<file path="src/rtl/hdmi_packet_pkg.sv">
// Shared constants, state encoding and helpers for the HDMI data-island scheduler.
package hdmi_packet_pkg;

    localparam logic [7:0] PKT_NULL         = 8'h00;
    localparam logic [7:0] PKT_ACR          = 8'h01;
    localparam logic [7:0] PKT_AUDIO_SAMPLE = 8'h02;
    localparam logic [7:0] PKT_AVI_IF       = 8'h82;
    localparam logic [7:0] PKT_AUDIO_IF     = 8'h84;

    localparam int PREAMBLE_LEN = 8;
    localparam int GUARD_LEN    = 2;
    localparam int PACKET_LEN   = 32;
    localparam int CNT_W        = 5;

    // Encoding doubles as the island_phase output value.
    typedef enum logic [2:0] {
        ST_IDLE        = 3'd0,
        ST_PREAMBLE    = 3'd1,
        ST_LEAD_GUARD  = 3'd2,
        ST_PACKET      = 3'd3,
        ST_TRAIL_GUARD = 3'd4
    } state_t;

    function automatic logic [4:0] clamp_slots(input logic [4:0] slots, input int max_slots);
        return (int'(slots) > max_slots) ? 5'(max_slots) : slots;
    endfunction

endpackage

</file>
<file path="src/rtl/hdmi_packet_priority_pick.sv">
// Combinational fixed-priority packet source selection; InfoFrame sources exist
// only when HDMI_PACKET_SCHED_INFOFRAME_EN is defined.
module hdmi_packet_priority_pick
    import hdmi_packet_pkg::*;
(
    input  logic       acr_req,
    input  logic       audio_req,
`ifdef HDMI_PACKET_SCHED_INFOFRAME_EN
    input  logic       avi_pend,
    input  logic       aif_pend,
    output logic       avi_grant,
    output logic       aif_grant,
`endif
    output logic [7:0] packet_type,
    output logic       acr_grant,
    output logic       audio_grant
);

    always_comb begin
        packet_type = PKT_NULL;
        acr_grant   = 1'b0;
        audio_grant = 1'b0;
`ifdef HDMI_PACKET_SCHED_INFOFRAME_EN
        avi_grant   = 1'b0;
        aif_grant   = 1'b0;
`endif
        if (acr_req) begin
            packet_type = PKT_ACR;
            acr_grant   = 1'b1;
        end else if (audio_req) begin
            packet_type = PKT_AUDIO_SAMPLE;
            audio_grant = 1'b1;
        end
`ifdef HDMI_PACKET_SCHED_INFOFRAME_EN
        else if (avi_pend) begin
            packet_type = PKT_AVI_IF;
            avi_grant   = 1'b1;
        end else if (aif_pend) begin
            packet_type = PKT_AUDIO_IF;
            aif_grant   = 1'b1;
        end
`endif
    end

endmodule

</file>
<file path="src/rtl/hdmi_packet_scheduler.sv">
// HDMI data-island scheduler: preamble, guard bands and prioritised packet slots.
// Optional InfoFrame scheduling enabled by defining HDMI_PACKET_SCHED_INFOFRAME_EN.
module hdmi_packet_scheduler
    import hdmi_packet_pkg::*;
#(
    parameter int MAX_SLOTS = 18,
    parameter int MISS_W    = 8
) (
    input  logic              clk_pixel,
    input  logic              reset,
    input  logic              island_start,
    input  logic [4:0]        island_slots,
    input  logic              frame_start,
    input  logic              acr_req,
    input  logic              audio_req,
    output logic [2:0]        island_phase,
    output logic              packet_start,
    output logic [7:0]        packet_type,
    output logic              acr_ack,
    output logic              audio_ack,
    output logic [MISS_W-1:0] audio_miss
);

    state_t            state_reg, state_next;
    logic [CNT_W-1:0]  cnt_reg, cnt_next;
    logic [4:0]        slot_reg, slot_next;
    logic [4:0]        slots_reg, slots_next;
    logic [7:0]        packet_type_reg, packet_type_next;
    logic              packet_start_reg, packet_start_next;
    logic              acr_ack_reg, acr_ack_next;
    logic              audio_ack_reg, audio_ack_next;
    logic [MISS_W-1:0] audio_miss_reg, audio_miss_next;
    logic              decide;

    logic [7:0]        pick_type;
    logic              acr_grant, audio_grant;

`ifdef HDMI_PACKET_SCHED_INFOFRAME_EN
    logic avi_pend_reg, avi_pend_next;
    logic aif_pend_reg, aif_pend_next;
    logic avi_grant, aif_grant;

    hdmi_packet_priority_pick u_pick (
        .acr_req     (acr_req),
        .audio_req   (audio_req),
        .avi_pend    (avi_pend_reg),
        .aif_pend    (aif_pend_reg),
        .avi_grant   (avi_grant),
        .aif_grant   (aif_grant),
        .packet_type (pick_type),
        .acr_grant   (acr_grant),
        .audio_grant (audio_grant)
    );

    // A new frame re-arms the InfoFrames even if one is granted in the same cycle.
    always_comb begin
        avi_pend_next = frame_start | (avi_pend_reg & ~(decide & avi_grant));
        aif_pend_next = frame_start | (aif_pend_reg & ~(decide & aif_grant));
    end

    always_ff @(posedge clk_pixel) begin
        if (reset) begin
            avi_pend_reg <= 1'b1;
            aif_pend_reg <= 1'b1;
        end else begin
            avi_pend_reg <= avi_pend_next;
            aif_pend_reg <= aif_pend_next;
        end
    end
`else
    logic unused_frame_start;
    assign unused_frame_start = frame_start;

    hdmi_packet_priority_pick u_pick (
        .acr_req     (acr_req),
        .audio_req   (audio_req),
        .packet_type (pick_type),
        .acr_grant   (acr_grant),
        .audio_grant (audio_grant)
    );
`endif

    always_ff @(posedge clk_pixel) begin
        if (reset) begin
            state_reg        <= ST_IDLE;
            cnt_reg          <= '0;
            slot_reg         <= '0;
            slots_reg        <= '0;
            packet_type_reg  <= PKT_NULL;
            packet_start_reg <= 1'b0;
            acr_ack_reg      <= 1'b0;
            audio_ack_reg    <= 1'b0;
            audio_miss_reg   <= '0;
        end else begin
            state_reg        <= state_next;
            cnt_reg          <= cnt_next;
            slot_reg         <= slot_next;
            slots_reg        <= slots_next;
            packet_type_reg  <= packet_type_next;
            packet_start_reg <= packet_start_next;
            acr_ack_reg      <= acr_ack_next;
            audio_ack_reg    <= audio_ack_next;
            audio_miss_reg   <= audio_miss_next;
        end
    end

    always_comb begin
        state_next        = state_reg;
        cnt_next          = cnt_reg + 1'b1;
        slot_next         = slot_reg;
        slots_next        = slots_reg;
        packet_type_next  = packet_type_reg;
        packet_start_next = 1'b0;
        acr_ack_next      = 1'b0;
        audio_ack_next    = 1'b0;
        audio_miss_next   = audio_miss_reg;
        decide            = 1'b0;

        case (state_reg)
            ST_IDLE: begin
                cnt_next         = '0;
                packet_type_next = PKT_NULL;
                if (island_start && (island_slots != 5'd0)) begin
                    state_next = ST_PREAMBLE;
                    slots_next = clamp_slots(island_slots, MAX_SLOTS);
                end
            end
            ST_PREAMBLE: begin
                if (cnt_reg == CNT_W'(PREAMBLE_LEN - 1)) begin
                    state_next = ST_LEAD_GUARD;
                    cnt_next   = '0;
                end
            end
            ST_LEAD_GUARD: begin
                if (cnt_reg == CNT_W'(GUARD_LEN - 1)) begin
                    state_next = ST_PACKET;
                    cnt_next   = '0;
                    slot_next  = '0;
                    decide     = 1'b1;
                end
            end
            ST_PACKET: begin
                if (cnt_reg == CNT_W'(PACKET_LEN - 1)) begin
                    cnt_next = '0;
                    if (slot_reg == slots_reg - 5'd1) begin
                        state_next       = ST_TRAIL_GUARD;
                        packet_type_next = PKT_NULL;
                    end else begin
                        slot_next = slot_reg + 5'd1;
                        decide    = 1'b1;
                    end
                end
            end
            ST_TRAIL_GUARD: begin
                // First trail-guard cycle: audio still waiting means it missed this island.
                if ((cnt_reg == '0) && audio_req && (audio_miss_reg != '1))
                    audio_miss_next = audio_miss_reg + 1'b1;
                if (cnt_reg == CNT_W'(GUARD_LEN - 1)) begin
                    state_next = ST_IDLE;
                    cnt_next   = '0;
                end
            end
            default: begin
                state_next = ST_IDLE;
                cnt_next   = '0;
            end
        endcase

        if (decide) begin
            packet_start_next = 1'b1;
            packet_type_next  = pick_type;
            acr_ack_next      = acr_grant;
            audio_ack_next    = audio_grant;
        end
    end

    assign island_phase = state_reg;
    assign packet_start = packet_start_reg;
    assign packet_type  = packet_type_reg;
    assign acr_ack      = acr_ack_reg;
    assign audio_ack    = audio_ack_reg;
    assign audio_miss   = audio_miss_reg;

endmodule
</file>
<file path="config.mk">
export PLATFORM = sky130hd
export DESIGN_NAME = hdmi_packet_scheduler
export DESIGN_NICKNAME = d
export VERILOG_FILES = /design/src/rtl/hdmi_packet_pkg.sv /design/src/rtl/hdmi_packet_priority_pick.sv /design/src/rtl/hdmi_packet_scheduler.sv
export SDC_FILE = /design/constraint.sdc
export NUM_CORES = 1
export LEC_CHECK = 0
export CAP_MARGIN = 0
export CORE_ASPECT_RATIO = 0.9
export CORE_UTILIZATION = 42
export DETAILED_ROUTE_END_ITERATION = 7
export PLACE_DENSITY = 0.8
export RECOVER_POWER = 100
export SLEW_MARGIN = 20
export SYNTH_ARGS = -nofsm -noshare
export SYNTH_HDL_FRONTEND = slang
export SYNTH_SLANG_ARGS = --single-unit
</file>
<file path="constraint.sdc">
create_clock -name clk_pixel -period 2.25 [get_ports clk_pixel]
set_clock_uncertainty 0.15 [all_clocks]
set_input_delay 0.45 -clock clk_pixel [delete_from_list [all_inputs] [get_ports clk_pixel]]
set_output_delay 0.45 -clock clk_pixel [all_outputs]
set_load 0.005 [all_outputs]
</file>
* Word-level counts from Yosys, hierarchy flattened
Index checks and enable logic that the tools add are counted.
** Operators by class
- Equality and inequality tests :: 18
- Bitwise gates (word level) :: 1
- Muxes and demuxes :: 29
- $lt $le $gt $ge :: 1
- Reductions and logical operators :: 16
- Add/sub/neg operators :: 4
** Operator list (number)
- $mux W5 :: 7
- $mux W8 :: 4
- $mux W3 :: 6
- $pmux W8 S2 :: 1
- $pmux W3 S5 :: 1
- $pmux W5 S3 :: 1
- $ne A2 B2 Y1 const B :: 7
- $add A5 B1 Y5 const B :: 2
- $pmux W5 S2 :: 1
- $add A8 B1 Y8 const B :: 1
- $ne A8 B8 Y1 const B :: 1
- $eq A3 B2 Y1 const B :: 2
- $mux W1 :: 6
- $ne A3 B3 Y1 const B :: 2
- $reduce_and A6 Y1 :: 1
- $eq A5 B1 Y1 const B :: 1
- $eq A5 B3 Y1 const B :: 1
- $eq A5 B5 Y1 :: 1
- $eq A5 B5 Y1 const B :: 1
- $gt A5 B5 Y1 const B :: 1
- $logic_not A5 Y1 :: 1
- $reduce_bool A5 Y1 :: 1
- $sub A5 B1 Y5 const B :: 1
- $reduce_and A2 Y1 :: 2
- 13 further kinds :: 16
** Storage, ports and cells
- Output and inout bits :: 22
- Logic and storage cells :: 78
- Bits in registers :: 37
- Input port bits :: 11

* Logic depth before layout (Yosys ltp)
- Depth after elaboration :: 7
- Mapped depth :: 7
- Depth with buffers taken out :: 7

* Hierarchy
Synthesis repeated with hierarchy kept, for this count alone.
** Unflattened totals
- Cell total of the unflattened synthesis :: 215
- Area total of the unflattened synthesis :: 1906.8 sq um
** By module, submodules not included
- hdmi_packet_scheduler :: cells each 204, instances 1, sequential area each 740.7 sq um, area an instance 1821.7 sq um
- hdmi_packet_priority_pick :: cells each 11, instances 1, sequential area each 0.0 sq um, area an instance 85.1 sq um

* Worst setup path after synthesis
Ideal clock, no wire load.
- Path kind :: register to register
- Start point :: register cnt_reg[0]
- End point :: register slot_reg[0]
- Library setup time :: 121 ps
- Stages on the path, launching flop included :: 8
- Path slack :: 157 ps
- Data required time :: 1979 ps
- Clock period less this slack :: 2093 ps
- Path buffers :: 0
- Data arrival time :: 1822 ps
- Cells stage by stage :: dfxtp_1 > ha_1 > and3_1 > ha_1 > nand4_1 > or3_1 > nor3b_4 > mux2_4
** On the way
- Word-level cells in the longest chain between the ends :: 3
- Elaborated cells on any way between the ends :: 5
- Those cells by class :: eq/ne: 4; reduce/logical: 1
** Ends and longest elaborated chain
- from (decl) :: line hdmi_packet_scheduler.sv:25 : logic [CNT_W-1:0] cnt_reg, cnt_next;
- from (signal assigned) :: line hdmi_packet_scheduler.sv:96 : cnt_reg <= cnt_next;
- $eq A5 B5 Y1 or $eq A5 B1 Y1 (tied branches) :: line hdmi_packet_scheduler.sv:143, hdmi_packet_scheduler.sv:135
- $ne A2 B2 Y1 (no line)
- $reduce_and A4 Y1 (no line) *
- to (signal assigned) :: line hdmi_packet_scheduler.sv:97 : slot_reg <= slot_next;
- to (decl) :: line hdmi_packet_scheduler.sv:26 : logic [4:0] slot_reg, slot_next;
Every way passes the cells marked *; elsewhere a longest branch is shown, timed or not.
A chain may end at the register's enable or synchronous reset.

* Final worst setup path
- Start point :: register cnt_reg[1]
- End point :: register slot_reg[0]
Same word-level chain as after synthesis.

==> results.md <==
- Status: completed
- R2r worst-path depth: 7
- Post-synthesis sequential area ratio: about 36%
- All-Layer GR Usage: around 18%
- Final design utilization: a little under three fifths
- Row count: 21
- Clock transition at path regs: 0.07 ns
- Yosys warnings: 0
- Commonest non-fill, non-tap cell in the layout: dfxtp_1
- Worst Max-Slew Pin Slew: approximately 0.73 ns
- R2r startpoint: cnt_reg[1]
- DPL Wire Length: 2.644 mm
- Clk Latency, worst-skew pair: roughly 0.29 ns
- Vias post-DR: around 1,600
- Grt met1 use: approximately a quarter
- DRT Wirelength: between 3 and 4 mm
- Setup tns final: 0 ns
- Final setup viols: 0
- Async set-reset flop share out of synthesis: 0%
- RSZ-0062 raised after global routing: false
- Worst Hold Class: reg2reg
- R2r endpoint: slot_reg[0]
- Remaining global-route overflow: 0
- Syn Std Cell Area: ~0.0017 mm²
- Comb power frac: about a fifth
- Crit path required time: between 2 and 2.5 ns
- Die Ht: ~63 µm
- Layout Nets: 262
- WL/cell: ~13 µm
- Largest fanout on the critical path: 5
- Clock Power Share: 38.7%
- Htree depth: 2
- Switching Fraction: between 20% and 30%
- Area Overhead vs Synth: 26.94%
- Synth Flop Type: dfxtp_1
- Total leakage power: 0.8905 nW
- Die Footprint: ~0.0044 mm²
- Max transition margin: ~50%
- Clock Path Buffers: 2
- Reg power frac: a little over two fifths
- Vias per cell: about 5.4
- Initial DRT Pass Iterations: 4
- Gate Count Post-Synth: about 210
- Die X: approximately 70 µm
- Power Internal: a little over 1 mW
- Startpoint types: flip-flop
- CTS tree: yes
- Worst hold start: packet_type[0]
- # Max-Cap Violations: 0
- Clock sink count: 31
- Initial DRC count: between 70 and 80
- Data arrival, critical path: roughly 2.2 ns
- Residual DRC count: 0
- Met2 usage: between 20 and 30%
- Pwr Density: between 600 and 700 mW/mm²
- Worst reg2reg setup slack: roughly 0.11 ns
- Fmax: roughly 470 MHz
- Initial antenna violation count: 0
- Commonest non-fill, non-tap cells in the layout: dfxtp_1 (29), nor2_1 (18), dlygate4sd3_1 (18)
- Vias in the first global route: 1,374
- Ant. Diodes: 0
- Psw: roughly 0.41 mW
- Setup CP Type: reg2reg
- Peak VDD IR: 0.0002222 V
- Max-slew violation count: 0
- Min cycle time layout: ~2.1 ns
- Global routing's busiest layer: met2
- Initial Util: ~45%
- Mean post-synth cell area: 8.404 µm²
- Largest register FFs: 8
- Final hold vios: 0
- Storage element area: between 600 and 700 µm²
- Worst Setup End Kind: flip-flop
- IO buf count: 25
- Root buffer selected by CTS: clkbuf_8
- Seq cells post-synth: 31
- Placement Setup Slack: about 0.047 ns
- DP Cell Count: between 200 and 300
- First-pass GRT wire length: 6.189 mm
- Number of cells on the worst hold path: 2
- Post-synth EDFFs: 0
- GRT met3 Usage: roughly 5.2%
- Num CTS Buffers: 5
- Total core area: 0.003810 mm²
- CTS Hold Bufs: 0
- Multi-input gate area: about 990 µm²
- Final period utilization: between 90% and 100%
- Share of layout cells above drive strength 1: between 10% and 20%
- Worst Hold End: packet_type[0]
- Fin worst setup slack: approximately 0.11 ns
- Largest net degree at the start of global routing: 24
- FILL cells: between 300 and 400
- Cell Count, Final, Fillers Out: slightly below 300
- I/O pins: 33
- Routability Congestion: about 0.82
- Routed Antenna Nets: 0
- Cell variety after synth: between 40 and 50
[Yosys cell counts, types with 2 or more instances]
master	count	area, µm²
dfxtp_1	31	620.6
nor2_1	18	67.56
nor3_1	15	75.07
a21oi_1	14	70.07
inv_1	13	48.80
nand2_1	13	48.80
xnor2_1	8	70.07
ha_1	7	87.58
nand2b_1	7	43.79
nand3_1	7	35.03
o21ai_0	7	35.03
and3_1	6	37.54
buf_4	6	45.04
nand4_1	5	31.28
or3_1	5	31.28
xor2_1	5	43.79
clkbuf_1	3	11.26
mux2i_1	3	30.03
o21a_1	3	22.52
a211oi_1	2	15.01
buf_2	2	10.01
nor3b_1	2	15.01
o32ai_1	2	17.52
[repair_timing]
| action | in CTS | in global routing |
|---|---|---|
| resized for setup | 0 | 5 |
| buffers inserted | 0 | 3 |
| endpoints found under the setup margin | 0 | 2 |
[cell type report]
| cell class | instances | area share, % |
|---|---|---|
| clock buffers | 5 | 3.146 |
| flip-flops and latches | 31 | 28.49 |
| well taps | 46 | 2.632 |
| inverters | 13 | 2.231 |
| repair buffers | 39 | 16.30 |
| multi-input cells | 154 | 45.19 |
| clock inverters | 3 | 2.002 |
[power groups by stage]
stage / Combinational, mW / Clock [mW] / Sequential [mW]
2_1_floorplan: 0.204 / 0 / 0.596
3_3_place_gp: 0.276 / 0 / 0.618
3_5_place_dp: 0.281 / 0 / 0.619
4_1_cts: 0.282 / 0.569 / 0.606
5_1_grt: 0.299 / 0.591 / 0.613
6_report: 0.270 / 0.555 / 0.609
[how the worst max path moves through the flow]
| stage | slack [ns] | end | from | cells past startpoint |
|---|---|---|---|---|
| 2_1_floorplan | 0.16 | slot_reg[0] | cnt_reg[0] | 7 |
| 3_3_place_gp | 0.07 | island_phase[0] | island_slots[3] | 6 |
| 3_5_place_dp | 0.05 | island_phase[0] | island_slots[3] | 6 |
| 4_1_cts | 0.06 | slot_reg[0] | cnt_reg[1] | 7 |
| 5_1_grt | 0.01 | slot_reg[0] | cnt_reg[1] | 7 |
| 6_report | 0.11 | slot_reg[0] | cnt_reg[1] | 7 |
[critical path, cell delays in order (launching register included)]
cell     delay [ns]
dfxtp_2        0.36
ha_4           0.14
and3_1         0.15
ha_1           0.17
nand4_1        0.16
or3_1          0.40
nor3b_4        0.18
mux2_4         0.30
[through the flow]
stage               hold slack, ns  instance area (µm²)  power, mW
CTS                         0.3404                 2180      1.457
detailed placement          0.3264                 2067     0.8994
finish                      0.3373                 2187      1.435
floorplan                   0.2944                 1742     0.8003
global placement            0.3250                 2067     0.8940
global route                0.3767                 2187      1.503
[cells by family after synthesis]
family          after synthesis  synth area share, %
flops                        31                36.02
other cells                   1               0.2177
mux                           4                2.614
simple gates                 86                26.87
fa+ha+maj                     7                5.083
xor+xnor                     13                6.609
buf+inv                      25                7.335
compound gates               38                15.25
[per-layer routing]
metal  up-vias  share of wire, %  wire, µm
met4         0               2.3        84
met5         -                 0         0
met1       705                49      1819
met2        54                43      1588
li1        792                 -         -
met3        12               5.7       212
No activity file was read; power rests on OpenSTA's default activity.
